$ cat src/rtl/subtrator_serial_4b_pkg.sv
// ----------------------------------------------------------------------------
// subtrator_serial_4b_pkg
// Shared definitions for the bit-serial subtractor:
//   - DEFAULT_WIDTH : default operand/result width
//   - state_t       : controller state encoding (IDLE=0, SHIFT=1, DONE=2)
// ----------------------------------------------------------------------------
package subtrator_serial_4b_pkg;

    localparam int DEFAULT_WIDTH = 4;

    typedef enum logic [1:0] {
        ST_IDLE  = 2'd0,
        ST_SHIFT = 2'd1,
        ST_DONE  = 2'd2
    } state_t;

endpackage : subtrator_serial_4b_pkg

$ cat src/rtl/subtrator_completo.sv
// ----------------------------------------------------------------------------
// subtrator_completo
// Combinational one-bit full subtractor: a - b - bin.
// Ports:
//   a, b, bin : input bits (minuend, subtrahend, borrow-in)
//   d         : difference bit
//   bout      : borrow-out
// ----------------------------------------------------------------------------
module subtrator_completo (
    input  logic a,
    input  logic b,
    input  logic bin,
    output logic d,
    output logic bout
);

    // Difference and borrow for a single bit position.
    always_comb begin
        d    = a ^ b ^ bin;
        bout = (~a & b) | (~(a ^ b) & bin);
    end

endmodule : subtrator_completo

$ cat src/rtl/subtrator_serial_4b.sv
// ----------------------------------------------------------------------------
// subtrator_serial_4b
// Bit-serial subtractor: D = A - B - bin, one bit per clock, LSB first.
// Operands are latched when start is accepted in IDLE; WIDTH shift cycles
// follow, then a one-cycle DONE with done=1 and d/bout valid. d and bout
// hold until the next operation completes.
//
// Optional feature macro: SUBTRATOR_OVF_EN adds the registered signed
// overflow output ovf, valid and held with the same timing as d.
//
// Ports:
//   clk   : clock, rising edge
//   rst   : asynchronous active-high reset
//   start : request, sampled only in IDLE
//   a, b  : minuend / subtrahend (WIDTH bits), sampled with start
//   bin   : borrow-in, sampled with start
//   busy  : high during SHIFT and DONE
//   done  : one-cycle pulse, d/bout valid
//   d     : registered difference (WIDTH bits)
//   bout  : registered borrow-out
//   ovf   : registered signed overflow (SUBTRATOR_OVF_EN only)
// ----------------------------------------------------------------------------
module subtrator_serial_4b
    import subtrator_serial_4b_pkg::*;
#(
    parameter int WIDTH = DEFAULT_WIDTH
) (
    input  logic             clk,
    input  logic             rst,
    input  logic             start,
    input  logic [WIDTH-1:0] a,
    input  logic [WIDTH-1:0] b,
    input  logic             bin,
    output logic             busy,
    output logic             done,
    output logic [WIDTH-1:0] d,
    output logic             bout
`ifdef SUBTRATOR_OVF_EN
    ,
    output logic             ovf
`endif
);

    localparam int CNT_W = $clog2(WIDTH);
    localparam logic [CNT_W-1:0] CNT_LAST = CNT_W'(WIDTH - 1);

    state_t           state_r, state_s;
    logic [WIDTH-1:0] sa_r, sa_s;
    logic [WIDTH-1:0] sb_r, sb_s;
    logic [WIDTH-1:0] res_r, res_s;
    logic             br_r, br_s;
    logic [CNT_W-1:0] count_r, count_s;
    logic             busy_r, busy_s;
    logic             done_r, done_s;
    logic [WIDTH-1:0] d_r, d_s;
    logic             bout_r, bout_s;
    logic             fs_d_s, fs_bout_s;
`ifdef SUBTRATOR_OVF_EN
    logic             am_r, am_s;
    logic             bm_r, bm_s;
    logic             ovf_r, ovf_s;
`endif

    subtrator_completo u_fs (
        .a    (sa_r[0]),
        .b    (sb_r[0]),
        .bin  (br_r),
        .d    (fs_d_s),
        .bout (fs_bout_s)
    );

    // Next-state and next-output logic for the IDLE/SHIFT/DONE controller.
    always_comb begin
        state_s = state_r;
        sa_s    = sa_r;
        sb_s    = sb_r;
        res_s   = res_r;
        br_s    = br_r;
        count_s = count_r;
        busy_s  = busy_r;
        done_s  = 1'b0;
        d_s     = d_r;
        bout_s  = bout_r;
`ifdef SUBTRATOR_OVF_EN
        am_s    = am_r;
        bm_s    = bm_r;
        ovf_s   = ovf_r;
`endif
        case (state_r)
            ST_IDLE: begin
                if (start) begin
                    sa_s    = a;
                    sb_s    = b;
                    br_s    = bin;
                    count_s = '0;
                    busy_s  = 1'b1;
                    state_s = ST_SHIFT;
`ifdef SUBTRATOR_OVF_EN
                    am_s    = a[WIDTH-1];
                    bm_s    = b[WIDTH-1];
`endif
                end else begin
                    busy_s  = 1'b0;
                end
            end
            ST_SHIFT: begin
                sa_s    = sa_r >> 1;
                sb_s    = sb_r >> 1;
                br_s    = fs_bout_s;
                res_s   = {fs_d_s, res_r[WIDTH-1:1]};
                count_s = count_r + CNT_W'(1);
                if (count_r == CNT_LAST) begin
                    // Publish the finished result on the last shift edge so
                    // d/bout are valid in the same cycle that done is high.
                    state_s = ST_DONE;
                    done_s  = 1'b1;
                    d_s     = res_s;
                    bout_s  = fs_bout_s;
`ifdef SUBTRATOR_OVF_EN
                    ovf_s   = (am_r != bm_r) && (fs_d_s != am_r);
`endif
                end else begin
                    state_s = ST_SHIFT;
                end
            end
            ST_DONE: begin
                state_s = ST_IDLE;
                busy_s  = 1'b0;
            end
            default: begin
                state_s = ST_IDLE;
                busy_s  = 1'b0;
            end
        endcase
    end

    // State, datapath and output registers with asynchronous reset.
    always_ff @(posedge clk or posedge rst) begin
        if (rst) begin
            state_r <= ST_IDLE;
            sa_r    <= '0;
            sb_r    <= '0;
            res_r   <= '0;
            br_r    <= 1'b0;
            count_r <= '0;
            busy_r  <= 1'b0;
            done_r  <= 1'b0;
            d_r     <= '0;
            bout_r  <= 1'b0;
`ifdef SUBTRATOR_OVF_EN
            am_r    <= 1'b0;
            bm_r    <= 1'b0;
            ovf_r   <= 1'b0;
`endif
        end else begin
            state_r <= state_s;
            sa_r    <= sa_s;
            sb_r    <= sb_s;
            res_r   <= res_s;
            br_r    <= br_s;
            count_r <= count_s;
            busy_r  <= busy_s;
            done_r  <= done_s;
            d_r     <= d_s;
            bout_r  <= bout_s;
`ifdef SUBTRATOR_OVF_EN
            am_r    <= am_s;
            bm_r    <= bm_s;
            ovf_r   <= ovf_s;
`endif
        end
    end

    assign busy = busy_r;
    assign done = done_r;
    assign d    = d_r;
    assign bout = bout_r;
`ifdef SUBTRATOR_OVF_EN
    assign ovf  = ovf_r;
`endif

endmodule : subtrator_serial_4b
$ cat config.mk
export PLATFORM = sky130hd
export DESIGN_NAME = subtrator_serial_4b
export DESIGN_NICKNAME = d
export VERILOG_FILES = /design/src/rtl/subtrator_serial_4b_pkg.sv /design/src/rtl/subtrator_completo.sv /design/src/rtl/subtrator_serial_4b.sv
export SDC_FILE = /design/constraint.sdc
export NUM_CORES = 1
export LEC_CHECK = 0
export CAP_MARGIN = 30
export CELL_PAD_IN_SITES_DETAIL_PLACEMENT = 0
export CELL_PAD_IN_SITES_GLOBAL_PLACEMENT = 2
export CORE_MARGIN = 1
export CORE_UTILIZATION = 35
export CTS_CLUSTER_DIAMETER = 50
export DETAILED_ROUTE_END_ITERATION = 6
export PLACE_DENSITY_LB_ADDON = 0.1
export SLEW_MARGIN = 0
export SYNTH_ARGS = -nofsm -noshare
export SYNTH_HDL_FRONTEND = slang
export SYNTH_SLANG_ARGS = --single-unit
$ cat constraint.sdc
create_clock -name clk -period 3.7 [get_ports clk]
set_clock_uncertainty 0.1 [all_clocks]
set_input_delay 0.74 -clock clk [delete_from_list [all_inputs] [get_ports clk]]
set_output_delay 0.74 -clock clk [all_outputs]
set_load 0.01 [all_outputs]
==> reports/results.ini, run 1 <==
[timing]
finalHoldViolCount=0
holdWs_ns=0.3891
worstMarginPinSlew_ns=0.8632
fin_crit_sh=0.5549
max_freq_ghz=0.4871
maxSlewHeadroom=0.4239
slew_viol_final=0
post-route-min-period_ns=2.053
tns_ns=0
finalSetupViolCount=0
rsz0062_at_grt=no

[cts]
clock_sinks=23
cts_buffer_depth=2
htreeDepth=1
cts_tree=yes
cts.clk_slew.worst_paths_ns=0.12
numCtsBuffers=3
post_cts.repair.setup_buffers=0
holdBufCountCts=0
root_buffer=clkbuf_4
post_cts_resized=0
clk_latency_ns=0.31

[setup_path]
start_kind=flip-flop
critical_path_buf_inv_count=1
cpLargestDelayFamily=buffers and inverters
rr_endpoint=d[0]
r2r_start=state_r[0]
r2r_cells=2
crit_path_end_kind=primary output
path_max_fanout=2
rrSetupSlack_ns=2.03
worstPathArrival_ns=1.21
slowest_stage=clkdlybuf4s50_1
path_cells=clkdlybuf4s50_1
cpPeakStageDelay_ns=0.53
required_ns=2.86
worst-setup-path-type=reg -> out

[detailed_routing]
ant_nets=0
first_pass_iters=4
drc_errors=0
routedWlPerCell_um=14.28
via_count=683
routed_wl_mm=1.913
viasPerCell=5.097
drtIter0Drc=13

[cells_and_area]
postLayoutCellArea_mm2=0.001220
final_util=0.4710
diodes=0
final_cells=134
fill_cells=261
nNetsFinal=119
drive_above_1_share=0.08654
syn2layout_area_growth_pct=22.33

[outcome]
status=complete, no violations

[floorplanning]
rows=18
initial_utilization=0.3850
dieArea_mm2=0.003066
fp.dieH_um=55.38
die_w_um=55.38
core_area_mm2=0.002590
io_pins=19

[power]
p_int_w=0.0006370
p_per_area_mw_per_mm2=817.7
p_leak_nw=0.5506
switching_share=0.3614
power_switching_w=0.0003605
max-vdd-ir-drop_mv=0.5020
seq_power_share=0.466
p_comb_frac=0.420
clockPowerShare=0.114

[logic_synthesis]
avgSynthCellArea_um2=11.73
ys_seq_elements=23
synth.area.top_cells=dfrtp_1 (58%), mux2_2 (4.5%), nand2_1 (4.1%)
ys_warn_count=0
synth_cells=85
syn-num-nets=99
synth.largest_area_cell=dfrtp_1
yosysUniqueCellTypes=28
synth_top_area_share=0.5772
synth_area_um2=997.2
yosysSeqAreaShare=0.5772

[placement]
gpl.final_weighted_congestion=0.7747
portBuffers=18
hpwl_mm=1.322
dpl_cell_area_mm2=0.001194
dp.cells=130

[global_routing]
grt_pass1_vias=683
grt_pass1_wl_mm=3.291
grt-ovfl-total=0
grt_max_degree=24
antenna_found_initial=0
track_usage=0.1382

[job]
cap_violations=0

[hold_path]
hp-start=res_r[1]
min_path_cells=2
hp-class=reg -> reg
min_to=res_r[1]

per-stage QoR:
stage	worst slack (ns)	total power [W]
3_3_place_gp	1.556	0.0008891
2_1_floorplan	2.155	0.0007471
6_report	1.647	0.0009976
4_1_cts	1.623	0.001017
3_5_place_dp	1.509	0.0008988
5_1_grt	1.581	0.001093
logic make-up (layout without fill, tap and decap cells):
| family | count (synthesis) | in the layout | synth area share |
|---|---|---|---|
| flops | 23 | 23 | 0.5772 |
| mux | 5 | 5 | 0.05520 |
| fa+ha+maj | 2 | 2 | 0.03262 |
| buf+inv | 10 | 29 | 0.04768 |
| compound gates | 18 | 18 | 0.1368 |
| simple gates | 27 | 27 | 0.1506 |
area by class of cell:
cell class                 count  area (um^2)  share of cell area
timing repair buffer          18        180.2              0.1477
multi-input combinational     52        374.1              0.3067
sequential                    23        575.6              0.4718
inverter                       7        26.28             0.02154
tap                           30        37.54             0.03077
clock buffer                   4        26.28             0.02154
sequential cells by signal (all words and copies together) (netlist names):
name and cells:
d 4, sa_r 4, sb_r 4, res_r 3, count_r 2, state_r 2
bout 1, br_r 1, busy 1, done 1
how the worst max path moves through the flow:
stage,depth (start not counted),endpoint,startpoint
finish,1,busy,busy
floorplan,3,sa_r[0],start
CTS,1,busy,busy
global route,1,busy,busy
detailed placement,3,sb_r[0],start
global placement,4,sa_r[0],start
placed cells by master, fill, tap and decap left out:
cell,Yosys,layout
or2_4,1,1
a211oi_1,2,2
o21bai_1,1,1
o221a_1,1,1
o22a_1,1,1
nand2b_1,2,2
ha_1,1,1
nor2b_1,1,1
clkdlybuf4s50_1,0,18
nor4b_1,2,2
nor3b_1,3,3
mux2_2,4,4
o22ai_1,2,2
or4b_1,1,1
nand2_1,11,11
mux2i_1,1,1
dfrtp_1,23,23
inv_1,7,7
o32ai_1,3,3
and2_4,1,1
nand3b_1,1,1
fa_1,1,1
clkbuf_1,0,1
a21oi_1,2,2
o21ai_0,2,2
clkbuf_4,0,3
a22o_1,3,3
nor2_1,4,4
a221oi_1,1,1
tightest hold or removal path, delay by kind of cell, from the launching register on:
family           cells  cell delay, ns
flip-flops           1            0.36
AND/OR/NAND/NOR      2            0.11
layer usage:
metal	track usage	share of wire	vias up	wire length (um)
met4	0.03214	0.0063	0	12
met2	0.1910	0.40	17	762
li1	-	-	339	-
met5	0	0	-	0
met3	0.04918	0.042	2	81
met1	0.2054	0.55	325	1056
synth_stat cells (all sizes together):
master / number
dfrtp: 23
nand2: 11
inv: 7
mux2: 4
nor2: 4
a22o: 3
buf: 3
nor3b: 3
o32ai: 3
a211oi: 2
a21oi: 2
nand2b: 2
nor4b: 2
o21ai: 2
o22ai: 2
a221oi: 1
and2: 1
fa: 1
ha: 1
mux2i: 1
nand3b: 1
nor2b: 1
o21bai: 1
o221a: 1
o22a: 1
or2: 1
or4b: 1
power groups by stage:
stage	sequential [W]	combinational [W]	clock [W]
floorplan	0.000443	0.000304	0
global placement	0.000467	0.000422	0
detailed placement	0.000472	0.000427	0
CTS	0.000466	0.000429	0.000122
global route	0.000482	0.000476	0.000135
finish	0.000465	0.000419	0.000113
Note: power is estimated with default switching activity, not from simulation.
==> run 2, diff against run 1 <==
- CORE_UTILIZATION: 35 -> 32
- clock period: 3.7 -> 2 ns (I/O delays scaled with it)
==> run 2 against run 1 <==
The flow now finishes with violations (design-rule violations). Sequential power grew 80%. Register-to-register slack lost 1.6 ns. Count of clock-buffer cells in the layout shrank 1. Largest power group unchanged. Non-clock buffer count grew 3. First-iteration DRC count grew 150%. Wire length is the same. Combinational power grew 95%. Sequential share of layout area shrank 0.95 points. Largest cell class unchanged. Critical path depth is the same. Die area grew 9.0%.
==> reports/results.ini, run 2 (synthesis gave the netlist of run 1 again) <==
[outcome]
status=finished with violations
violations=design-rule violations

[setup_path]
rr_endpoint=d[0]
cpPeakStageDelay_ns=0.53  ; about the same
required_ns=1.50  ; -1.36 ns
start_kind=flip-flop
cp.depth=1  ; unchanged
path_cells=clkdlybuf4s50_1
critical_path_buf_inv_count=1  ; unchanged
slowest_stage=clkdlybuf4s50_1
r2r_cells=2  ; unchanged
worstPathArrival_ns=1.21  ; about the same
worst-setup-path-type=reg -> out
r2r_start=state_r[1]
path_max_fanout=2  ; unchanged
rrSetupSlack_ns=0.45  ; -1.58 ns
crit_path_end_kind=primary output
cpLargestDelayFamily=buffers and inverters

[power]
p_leak_nw=0.5679  ; +3.1%
p_total_w=0.001878  ; +88%
max-vdd-ir-drop_mv=0.5543  ; +10%
p_per_area_mw_per_mm2=1509  ; +85%

[cts]
post_cts.repair.setup_buffers=0  ; unchanged
root_buffer=clkbuf_4
cts_tree=yes
clk_latency_ns=0.31  ; about the same
cts.clk_slew.worst_paths_ns=0.14  ; +0.02 ns
clock_sinks=23  ; unchanged
htreeDepth=1  ; unchanged
numCtsBuffers=3  ; unchanged
holdBufCountCts=0  ; unchanged
cts_buffer_depth=2  ; unchanged
post_cts_resized=0  ; unchanged

[placement]
gpl.final_weighted_congestion=0.6813  ; -12%
dpl_cell_area_mm2=0.001217  ; +2.0%
place_ws_ns=0.1843  ; -1.324 ns
hpwl_mm=1.330  ; +0.61%
portBuffers=18  ; unchanged

[timing]
rsz0062_at_grt=no
slew_viol_final=0  ; unchanged
post-route-min-period_ns=1.711
setup_ws_ns=0.2891  ; -1.358 ns
holdWs_ns=0.3087  ; -0.08039 ns
maxSlewHeadroom=0.7283  ; +0.3044
worstMarginPinSlew_ns=0.4076  ; -0.4556 ns
finalSetupViolCount=0  ; unchanged
tns_ns=0  ; unchanged
finalHoldViolCount=0  ; unchanged
fin_crit_sh=0.8554
max_freq_ghz=0.5845

[cells_and_area]
final_cell_mix=dfrtp_1 (23), clkdlybuf4s50_1 (18), nand2_1 (11)
final_common_cell=dfrtp_1
drive_above_1_share=0.1215  ; +0.03496
postLayoutCellArea_mm2=0.001245  ; +2.1%
syn2layout_area_growth_pct=24.84
diodes=0  ; unchanged
nNetsFinal=122  ; +2.5%

[global_routing]
grt_pass1_vias=654  ; -4.2%
grt_pass1_wl_mm=3.325  ; +1.0%
grt_max_degree=24  ; unchanged
use_met2=0.1773  ; -0.01371
track_usage=0.1314  ; -0.006836
grt_most_used_layer=met1
global_route.usage.met1=0.2032  ; -0.002227
antenna_found_initial=0  ; unchanged
use_met3=0.02232  ; -0.02686
grt-ovfl-total=0  ; unchanged

[detailed_routing]
first_pass_iters=6  ; +2
routed_wl_mm=1.913  ; unchanged
ant_nets=0  ; unchanged
via_count=689  ; +0.88%
viasPerCell=4.993  ; -2.0%
routedWlPerCell_um=13.86  ; -2.9%
drc_errors=2  ; +2
drtIter0Drc=32  ; +19

[floorplanning]
dieArea_mm2=0.003344  ; +9.0%
rows=19  ; +1
initial_utilization=0.3496  ; -0.03546
core_area_mm2=0.002853  ; +10%
io_pins=19  ; unchanged
fp.dieH_um=57.83  ; +4.4%
die_w_um=57.83  ; +4.4%

[job]
cap_violations=0  ; unchanged

[hold_path]
hp-class=in -> async

-- run 2: cell count changes in the layout (fill, tap and decap cells not counted) --
cell      change
clkbuf_1      -1
buf_4         +3
clkinv_2      +1
-- run 2: area by class of cell --
cell class                      instances  area, um^2
Multi-Input combinational cell         52       374.1
Clock buffer                            3       22.52
Clock inverter                          1       5.005
Timing Repair Buffer                   21       202.7
Tap cell                               31       38.79
Sequential cell                        23       575.6
Fill cell                             278        1608
Inverter                                7       26.28
-- run 2: report_power, final --
part / switching (W) / internal [W]
Clock: 0.000147 / 0.0000748
Combinational: 0.000377 / 0.000442
Sequential: 0.000155 / 0.000682
Total: 0.000679 / 0.00120
-- run 2: worst register-to-register path, cell delays in order (launching register included) --
cell and delay [ns]:
dfrtp_1 0.62, nand3b_1 0.35, mux2_2 0.38
-- run 2: metrics by stage --
| step | util | cells |
|---|---|---|
| 6_report | 0.4364 | 138 |
| 5_1_grt | 0.4364 | 138 |
| 4_1_cts | 0.4364 | 138 |
| 3_5_place_dp | 0.4268 | 134 |
| 3_3_place_gp | 0.4268 | 134 |
| 2_1_floorplan | - | 85 |
-- run 2: worst max-delay path by stage --
stage	startpoint	end	slack (ns)
detailed placement	start	sa_r[0]	0.18
finish	busy	busy	0.29
global route	d[0]	d[0]	0.22
floorplan	count_r[0]	d[0]	0.63
CTS	bout	bout	0.27
global placement	start	sa_r[0]	0.21
-- run 2: per-layer routing --
| metal | vias up | wire length, um |
|---|---|---|
| met4 | 0 | 17 |
| met5 | - | 0 |
| met3 | 2 | 73 |
| li1 | 347 | - |
| met2 | 13 | 795 |
| met1 | 327 | 1026 |
